===== src/rtl/write_addr_alloc.sv =====
// Free-block allocator for the shared cache SRAM: reserves blocks per packet,
// streams one block address per cycle, reports cell links and recycles freed blocks.
module write_addr_alloc #(
  parameter int BLK_ADDR_WIDTH = 6,
  parameter int LEN_WIDTH      = 4
) (
  input  logic                      i_clk,
  input  logic                      i_rst_n,
  input  logic                      i_pkt_vld,
  input  logic [LEN_WIDTH-1:0]      i_pkt_len,
  output logic                      o_pkt_rdy,
  output logic [BLK_ADDR_WIDTH-1:0] o_sram_addr,
  output logic                      o_sram_addr_vld,
  output logic                      o_link_vld,
  output logic [BLK_ADDR_WIDTH-1:0] o_link_prev,
  output logic [BLK_ADDR_WIDTH-1:0] o_link_next,
  output logic                      o_pkt_done,
  output logic [BLK_ADDR_WIDTH-1:0] o_pkt_head,
  input  logic                      i_free_vld,
  input  logic [BLK_ADDR_WIDTH-1:0] i_free_addr,
  output logic                      o_free_ovf,
  output logic [BLK_ADDR_WIDTH:0]   o_avail_cnt,
  output logic                      o_init_done
);

  localparam int NUM_BLK = 2 ** BLK_ADDR_WIDTH;
  localparam int CNT_W   = BLK_ADDR_WIDTH + 1;

  localparam logic [BLK_ADDR_WIDTH-1:0] PTR_ONE  = BLK_ADDR_WIDTH'(1);
  localparam logic [CNT_W-1:0]          CNT_FULL = CNT_W'(NUM_BLK);
  localparam logic [CNT_W-1:0]          CNT_LAST = CNT_W'(NUM_BLK - 1);
  localparam logic [LEN_WIDTH-1:0]      LEN_ONE  = LEN_WIDTH'(1);
  localparam logic [LEN_WIDTH-1:0]      LEN_TWO  = LEN_WIDTH'(2);

  typedef enum logic [1:0] {S_INIT, S_IDLE, S_ALLOC} state_t;

  state_t                    state;
  logic [BLK_ADDR_WIDTH-1:0] free_list [NUM_BLK];
  logic [BLK_ADDR_WIDTH-1:0] rd_ptr, wr_ptr, pop_data;
  logic [CNT_W-1:0]          avail_cnt, fill_cnt, len_ext, accept_len;
  logic [LEN_WIDTH-1:0]      remaining;
  logic                      accept, pop_first, pop_next, pop;
  logic                      list_full, push, drop;

  assign len_ext    = CNT_W'(i_pkt_len);
  assign o_pkt_rdy  = o_init_done && (len_ext <= avail_cnt) &&
                      (state == S_IDLE || (state == S_ALLOC && remaining == LEN_ONE));
  assign accept     = i_pkt_vld && o_pkt_rdy;
  assign accept_len = accept ? len_ext : '0;
  assign pop_first  = accept && (i_pkt_len != '0);
  // A chained accept only happens when remaining==1, so the two pop sources never overlap.
  assign pop_next   = (state == S_ALLOC) && (remaining > LEN_ONE);
  assign pop        = pop_first || pop_next;
  assign pop_data   = free_list[rd_ptr];

  // fill_cnt tracks entries not yet popped; it gates returns, not avail_cnt.
  assign list_full  = (fill_cnt == CNT_FULL);
  assign push       = i_free_vld && (state != S_INIT) && !list_full;
  assign drop       = i_free_vld && (state != S_INIT) && list_full;

  assign o_avail_cnt = avail_cnt;

  // NOTE: the list RAM has no reset; INIT rewrites every entry before any pop can read it.
  always_ff @(posedge i_clk) begin
    if (state == S_INIT) begin
      free_list[wr_ptr] <= wr_ptr;
    end else if (push) begin
      free_list[wr_ptr] <= i_free_addr;
    end
  end

  always_ff @(posedge i_clk or negedge i_rst_n) begin
    if (!i_rst_n) begin
      state           <= S_INIT;
      rd_ptr          <= '0;
      wr_ptr          <= '0;
      avail_cnt       <= '0;
      fill_cnt        <= '0;
      remaining       <= '0;
      o_init_done     <= 1'b0;
      o_sram_addr     <= '0;
      o_sram_addr_vld <= 1'b0;
      o_link_vld      <= 1'b0;
      o_link_prev     <= '0;
      o_link_next     <= '0;
      o_pkt_done      <= 1'b0;
      o_pkt_head      <= '0;
      o_free_ovf      <= 1'b0;
    end else begin
      o_sram_addr_vld <= pop;
      o_link_vld      <= pop_next;
      o_pkt_done      <= (pop_first && i_pkt_len == LEN_ONE) ||
                         (pop_next && remaining == LEN_TWO);
      o_free_ovf      <= drop;

      if (pop) o_sram_addr <= pop_data;
      if (pop_first) o_pkt_head <= pop_data;
      if (pop_next) begin
        o_link_prev <= o_sram_addr;
        o_link_next <= pop_data;
      end

      if (state == S_INIT) begin
        wr_ptr    <= wr_ptr + PTR_ONE;
        avail_cnt <= avail_cnt + CNT_W'(1);
        fill_cnt  <= fill_cnt + CNT_W'(1);
        if (avail_cnt == CNT_LAST) begin
          state       <= S_IDLE;
          o_init_done <= 1'b1;
        end
      end else begin
        if (pop_first) begin
          state     <= S_ALLOC;
          remaining <= i_pkt_len;
        end else if (state == S_ALLOC) begin
          remaining <= remaining - LEN_ONE;
          if (remaining == LEN_ONE) state <= S_IDLE;
        end
        if (push) wr_ptr <= wr_ptr + PTR_ONE;
        if (pop)  rd_ptr <= rd_ptr + PTR_ONE;
        avail_cnt <= avail_cnt - accept_len + CNT_W'(push);
        fill_cnt  <= fill_cnt + CNT_W'(push) - CNT_W'(pop);
      end
    end
  end

endmodule


===== config.mk =====
export PLATFORM = sky130hd
export DESIGN_NAME = write_addr_alloc
export DESIGN_NICKNAME = d
export VERILOG_FILES = /design/src/rtl/write_addr_alloc.sv
export SDC_FILE = /design/constraint.sdc
export NUM_CORES = 1
export LEC_CHECK = 0
export BUFFER_PORTS_ARGS = -buffer_cell sky130_fd_sc_hd__buf_2
export CORE_UTILIZATION = 35
export DETAILED_ROUTE_END_ITERATION = 12
export HOLD_SLACK_MARGIN = 0.05
export PLACE_DENSITY_LB_ADDON = 0.3
export SLEW_MARGIN = 15
export SYNTH_ARGS = -nofsm -noshare
export SYNTH_HDL_FRONTEND = slang
export SYNTH_SLANG_ARGS = --single-unit

===== constraint.sdc =====
create_clock -name i_clk -period 4.3 [get_ports i_clk]
set_input_delay 0.86 -clock i_clk [delete_from_list [all_inputs] [get_ports i_clk]]
set_output_delay 0.86 -clock i_clk [all_outputs]
set_load 0.1 [all_outputs]

# Word-level counts from Yosys, hierarchy flattened
# Memories as Yosys holds them, arrays and structs flattened.
# Index checks and enable logic that the tools add are counted.
[totals]
ff_bits = 61
in_bits = 14
mem_count = 1
mem_bits_rw = 384
word_cells = 81
[mem_list]
columns = ["name", "depth", "word_bits", "read_ports", "rd_clocked_by_memory_dff", "wr", "line_no", "text"]
rows = [
  ["free_list", 64, 6, 1, 0, 1, "38", "logic [BLK_ADDR_WIDTH-1:0] free_list [NUM_BLK];"],
]
[classes]
reduce_logical = 26
addsub = 9
n_lt_le_gt_ge = 2
eq_ne = 8
bitwise = 2
muxes = 18
[ops]
columns = ["operator", "count"]
rows = [
  ["6-bit 2-to-1 mux", 3],
  ["7-bit by 1-bit adder with 7-bit output", 2],
  ["7-bit by 1-bit adder with 7-bit output, second input constant", 2],
  ["7-bit 2-to-1 mux", 2],
  ["6-bit by 1-bit adder with 6-bit output, second input constant", 2],
  ["4-bit 2-to-1 mux", 3],
  ["1-bit logical AND", 11],
  ["2-bit 2-to-1 mux", 5],
  ["4-bit by 1-bit == test with 1-bit output, second input constant", 2],
  ["7-bit by 6-bit == test with 1-bit output, second input constant", 1],
  ["7-bit == test, second input constant", 1],
  ["4-bit by 7-bit <= comparator with 1-bit output", 1],
  ["7-bit by 1-bit subtractor with 7-bit output", 1],
  ["7-bit by 4-bit subtractor with 7-bit output", 1],
  ["2-bit AND reduction", 3],
  ["2-bit nonzero test", 3],
  ["3-bit nonzero test", 2],
  ["1-bit 2-to-1 mux", 5],
  ["4-bit by 2-bit == test with 1-bit output, second input constant", 1],
  ["4-bit by 1-bit greater-than comparator with 1-bit output, second input constant", 1],
  ["4-bit nonzero test", 1],
  ["4-bit by 1-bit subtractor with 4-bit output, second input constant", 1],
  ["1-bit logical OR", 3],
  ["3-bit AND reduction", 1],
  ["7 further kinds", 7],
]

# Logic depth before layout (Yosys ltp)
[logic_depth]
depth_word = 9
mapped_depth = 18
mapped_depth_nobuf = 18

# Least setup slack after synthesis
# No wires, ideal clock.
[synth_timing]
path_kind = "reg-to-reg"
startpoint = "reg avail_cnt[3], in the netlist o_avail_cnt[3]"
endpoint = "reg fill_cnt[6]"
path_stages_with_launch = 18
setup_slack_ns = -0.039
arrival_ns = 4.202
path_cell_list = "dfrtp_1 > inv_1 > ha_1 > nand2_1 > o21bai_1 > a2111oi_2 > o21ai_1 > buf_2 > ha_1 > inv_1 > ha_1 > fa_1 > a21oi_1 > nor2_1 > o21ai_0 > a21oi_1 > a2111oi_0 > nor3_1"
[synth_between]
elab_chain_len = 8
[synth_rtl]
columns = ["element", "line_no", "text"]
rows = [
  ["from (decl)", "40", "logic [CNT_W-1:0] avail_cnt, fill_cnt, len_ext, accept_len;"],
  ["from (signal assigned)", "105", "avail_cnt <= avail_cnt + CNT_W'(1);"],
  ["from (signal assigned)", "121", "avail_cnt <= avail_cnt - accept_len + CNT_W'(push);"],
  ["4-bit by 7-bit <= comparator with 1-bit output", "46", "assign o_pkt_rdy = o_init_done && (len_ext <= avail_cnt) &&"],
  ["1-bit logical AND (2 in series)", "46", ""],
  ["1-bit logical AND", "48", "assign accept = i_pkt_vld && o_pkt_rdy;"],
  ["1-bit logical AND", "50", "assign pop_first = accept && (i_pkt_len != '0);"],
  ["1-bit logical OR", "53", "assign pop = pop_first || pop_next;"],
  ["via pop", "42", "logic accept, pop_first, pop_next, pop;"],
  ["7-bit by 1-bit subtractor with 7-bit output", "122", "fill_cnt <= fill_cnt + CNT_W'(push) - CNT_W'(pop);"],
  ["7-bit 2-to-1 mux", "103", "if (state == S_INIT) begin"],
  ["to (signal assigned)", "106", "fill_cnt <= fill_cnt + CNT_W'(1);"],
  ["to (signal assigned)", "122", ""],
  ["to (decl)", "40", ""],
]
# The timed path passes the listed nets, and every way through them passes these cells.
# A chain may end at the register's enable or synchronous reset.

# Final worst setup path
[layout_timing]
startpoint = "reg avail_cnt[2], in the netlist o_avail_cnt[2]"
endpoint = "reg avail_cnt[6], in the netlist o_avail_cnt[6]"
[layout_between]
elab_chain_len = 8
elab_cells_between_ends = 9
cone_classes = "add/sub (3); order compare (1); mux (2); reduce/logical (3)"
[layout_rtl]
columns = ["element", "line_no", "text"]
rows = [
  ["4-bit by 7-bit <= comparator with 1-bit output", "46", ""],
  ["1-bit logical AND (2 in series)", "46", ""],
  ["1-bit logical AND", "48", ""],
  ["4-bit 2-to-1 mux", "49", "assign accept_len = accept ? len_ext : '0;"],
  ["7-bit by 4-bit subtractor with 7-bit output", "121", ""],
  ["7-bit by 1-bit adder with 7-bit output", "121", ""],
  ["7-bit 2-to-1 mux *", "103", ""],
]
# Mark *: on every way between the ends. The rest lies on a longest branch, timed or not.

==> impl_summary.md <==
Routing
Using the TritonRoute via totals, the vias-per-cell ratio works out to 5.22. The post-detailed-route DRC marker count is 0. The final layout contains routed wiring with a total length of ~41000 um. The detailed-routing iteration count for the pre-antenna-repair pass is 5.

Across all layers, the routed design uses just under 10000 vias. The first-iteration detailed-routing DRC count is 832. Dividing the detail-routed wire length by the instance count gives approximately 22 um. The count of nets left with antenna violations after detail routing is 0.

Timing
The hold violation total from the final report was 0. For the pin with the worst max-slew slack, the measured transition is 1.09 ns. The count of pins over their slew limit is 0.

Setup total negative slack on the finished layout was measured at 0 ns. Based on the critical path, the design can be clocked at up to 263 MHz. The final critical path time including I/O delays and setup is 3.80 ns. In this run the tightest slew margin relative to its limit is 27.4%. On the final layout, the worst clock skew is 0.0162 ns. After layout, the worst path uses 88.5% of the clock period.

Setup repair after global routing left no endpoint under its margin. The final setup violation count is 0. Across all hold checks on the routed design, the worst slack comes to 0.298 ns.

Synthesis
After synthesis, the cell types taking the most area are sky130_fd_sc_hd__edfxtp_1, sky130_fd_sc_hd__mux4_2, sky130_fd_sc_hd__dfrtp_1. For this run, the register share of the synthesized area comes to 69.8%. In this run the cell area of the synthesized design comes to 0.0187 sq mm. After synthesis, the largest area contributor takes up around three fifths of total cell area. The net count after synthesis is 1162. The post-synthesis async set-or-reset flop share is 13.7%.

Synthesis instantiated 57 different standard cells from the library. The predominant post-synthesis flop cell is sky130_fd_sc_hd__edfxtp_1. The average cell area after synthesis is 16.9 sq um. Yosys mapped a number of flops with a built-in enable equal to roughly 380. Synthesis inferred 445 register bits. Yosys instantiated no cell more often than sky130_fd_sc_hd__edfxtp_1.

In the synthesized netlist, the cells that appear most often are sky130_fd_sc_hd__edfxtp_1, sky130_fd_sc_hd__nor2_1, sky130_fd_sc_hd__mux4_2. The largest area contributor in the netlist is sky130_fd_sc_hd__edfxtp_1. For this run, the number of Yosys warnings is 0. The synthesized instance count is ~1100.

Worst setup path
The capturing element type of the critical path is a flop. The startpoint class of the critical path is a flop. Data on the critical path arrives at its endpoint at ~4.3 ns. The internal reg-to-reg setup slack is 0.50 ns. Along the worst path, the maximum fanout reaches 7. At the worst endpoint, the required time is 4.77 ns.

The start-to-end type of the worst setup path is flop to flop. Measured in cells, the most critical reg-to-reg path has a length of 18.

Clock network
CTS built an H-tree with a depth of 2. The TritonCTS clock tree is yes. The clock-pin slew on the worst setup and hold paths is 0.06 ns. Counting the buffers created by CTS gives 46.

In this run, post-CTS hold repair placed 0 buffers. In this run, post-CTS repair resized a total of 0 instances. CTS saw 445 sinks. The clock network latency to the later pin of the worst-skew pair is approximately 0.55 ns.

In this run the clock root is driven by a sky130_fd_sc_hd__clkbuf_16. The number of buffers inserted by post-CTS setup repair is 0. The clock passes through at most 3 buffers.

Global route
The largest net degree at the start of global routing is 65. The initial antenna violation count is 0. The first global-routing pass estimated 62500 um of wire. The number of global-route vias before repair is 10000. The global-route usage over all layers is 15.4%. The total congestion overflow after global routing is 0.

Floorplan
The width of the chip is 233 um. The number of primary I/O pins is 51. The floorplan step defined a core boundary enclosing 0.0527 sq mm.

Once the floorplan was initialized, standard cells occupied 35.5% of the core. The die outline height is between 200 and 250 um. The row count is 84. The area of the die is 0.0543 sq mm.

Hold path
The class of the tightest hold or removal check is input pin to async pin.

Final layout
The proportion of layout cells with a drive suffix above 1 is 21.9%. The number of inserted diodes is 0. The net count reported at finish is 1230. From synthesis to final layout, the design area changed by 13.0%.

Power
The internal power of the cells totals 0.00795 W. Power spread over the standard cell area amounts to about 530 mW/mm^2. The switching share of power is 28.7%. The share of total power dissipated in sequential elements is 49.2%. Of the total power, combinational logic draws 17.8%. In this run the static leakage power is 7.16 nW.

The proportion of power drawn by the clock network is 33.0%. Summed over all nets, the switching power comes to 0.00320 W. IR analysis of the VDD net gives a maximum drop of between 0.3 and 0.4 mV.

Place
In this run the tool buffered the top-level ports with 50 buffer cells. The final HPWL from detailed placement is 25900 um. The routability congestion estimate is 0.835.

Outcome
The flow ran to the end, and the final reports show no timing, DRC or antenna violations.

Job
The max-cap check violation count is 0.
through the flow:
step                worst slack [ns]  util (%)  instance area [sq um]  power (W)  instances
CTS                            0.515      40.1                  21100     0.0113       1899
global route                   0.114      40.1                  21100     0.0116       1899
floorplan                     0.0201         -                  18700    0.00696       1108
global placement               0.148      37.4                  19700    0.00752       1815
detailed placement            0.0556      37.5                  19700    0.00759       1816
finish                         0.496      40.1                  21100     0.0111       1899
logic make-up (layout without fill, tap and decap cells):
family          count (synthesis)  after routing  synth area share, %
flops                         445            445                 69.8
simple gates                  224            224                 5.43
mux                           158            158                 13.5
compound gates                133            133                 5.07
buf+inv                        82            185                 2.14
fa+ha+maj                      40             40                 2.76
xor+xnor                       26             26                 1.22
cell type report:
type	count	area, sq um
clock inverter	25	160
tap	688	861
sequential	445	13100
timing repair buffer	74	470
fill	4753	31500
multi-input combinational	581	5250
inverter	28	105
clock buffer	58	1220
placed cells by master, fill, tap and decap left out, types with 5 or more instances in the layout:
| cell | count |
|---|---|
| sky130_fd_sc_hd__xor2_1 | 6 |
| sky130_fd_sc_hd__nor2_1 | 84 |
| sky130_fd_sc_hd__xnor2_1 | 20 |
| sky130_fd_sc_hd__a22o_1 | 6 |
| sky130_fd_sc_hd__o21bai_1 | 5 |
| sky130_fd_sc_hd__nand3_1 | 21 |
| sky130_fd_sc_hd__nand2_1 | 69 |
| sky130_fd_sc_hd__nor2b_1 | 10 |
| sky130_fd_sc_hd__clkinv_2 | 11 |
| sky130_fd_sc_hd__clkbuf_1 | 11 |
| sky130_fd_sc_hd__a31o_1 | 6 |
| sky130_fd_sc_hd__clkbuf_16 | 47 |
| sky130_fd_sc_hd__buf_2 | 49 |
| sky130_fd_sc_hd__buf_4 | 22 |
| sky130_fd_sc_hd__o21ai_0 | 14 |
| sky130_fd_sc_hd__dfrtp_1 | 57 |
| sky130_fd_sc_hd__nand2b_1 | 5 |
| sky130_fd_sc_hd__a21oi_1 | 39 |
| sky130_fd_sc_hd__or3_1 | 5 |
| sky130_fd_sc_hd__ha_1 | 38 |
| sky130_fd_sc_hd__mux2_2 | 36 |
| sky130_fd_sc_hd__a221oi_2 | 6 |
| sky130_fd_sc_hd__mux2i_1 | 48 |
| sky130_fd_sc_hd__edfxtp_1 | 384 |
| sky130_fd_sc_hd__and3_1 | 6 |
| sky130_fd_sc_hd__clkinv_1 | 7 |
| sky130_fd_sc_hd__inv_1 | 28 |
| sky130_fd_sc_hd__a41oi_1 | 6 |
| sky130_fd_sc_hd__a22oi_1 | 31 |
| sky130_fd_sc_hd__mux4_2 | 72 |
per-layer routing:
metal | track usage, % | wire length [um] | up-vias
li1 | - | - | 4454
met1 | 22.0 | 18400 | 5081
met2 | 23.7 | 18800 | 310
met3 | 3.04 | 2630 | 74
met4 | 4.70 | 1030 | 0
met5 | 0 | 0 | -
worst max-delay path, cell delays in order, from the launching register on:
cell and delay (ns):
sky130_fd_sc_hd__dfrtp_1 0.47, sky130_fd_sc_hd__inv_1 0.08, sky130_fd_sc_hd__ha_1 0.28, sky130_fd_sc_hd__nand2_1 0.06
sky130_fd_sc_hd__o21bai_1 0.18, sky130_fd_sc_hd__a2111oi_2 0.54, sky130_fd_sc_hd__nor3b_1 0.15, sky130_fd_sc_hd__nand2_1 0.13
sky130_fd_sc_hd__inv_1 0.06, sky130_fd_sc_hd__ha_1 0.27, sky130_fd_sc_hd__inv_1 0.04, sky130_fd_sc_hd__ha_1 0.21
sky130_fd_sc_hd__fa_1 0.47, sky130_fd_sc_hd__a21oi_1 0.16, sky130_fd_sc_hd__o21bai_1 0.11, sky130_fd_sc_hd__a21oi_1 0.16
sky130_fd_sc_hd__o21bai_1 0.08, sky130_fd_sc_hd__xor2_1 0.14, sky130_fd_sc_hd__a21oi_1 0.14
power groups by stage:
| stage | registers (W) | logic (W) | clock network [W] |
|---|---|---|---|
| after floorplan | 0.00573 | 0.00123 | 0 |
| after global placement | 0.00557 | 0.00195 | 0 |
| after detailed placement | 0.00558 | 0.00200 | 0 |
| after CTS | 0.00549 | 0.00201 | 0.00376 |
| after global routing | 0.00552 | 0.00221 | 0.00391 |
| final | 0.00549 | 0.00198 | 0.00368 |
worst paths after layout:
kind,from,to
min reg2reg,o_link_prev[0]$_DFFE_PN0P_,o_link_prev[0]$_DFFE_PN0P_
max in group asynchronous,i_rst_n,o_link_prev[4]$_DFFE_PN0P_
min,i_rst_n,o_avail_cnt[1]$_DFF_PN0_
max,o_avail_cnt[2]$_DFF_PN0_,o_avail_cnt[6]$_DFF_PN0_
min in group i_clk,o_link_prev[0]$_DFFE_PN0P_,o_link_prev[0]$_DFFE_PN0P_
max reg2reg,o_avail_cnt[2]$_DFF_PN0_,o_avail_cnt[6]$_DFF_PN0_
registers in the layout, summed over array words and instances (netlist names), 2 cells and up:
name	count
rd_ptr	6
free_list	384
o_avail_cnt	7
o_link_next	6
fill_cnt	7
remaining	4
o_pkt_head	6
state	2
wr_ptr	6
o_sram_addr	6
o_link_prev	6
Note: power is estimated with default switching activity, not from simulation.
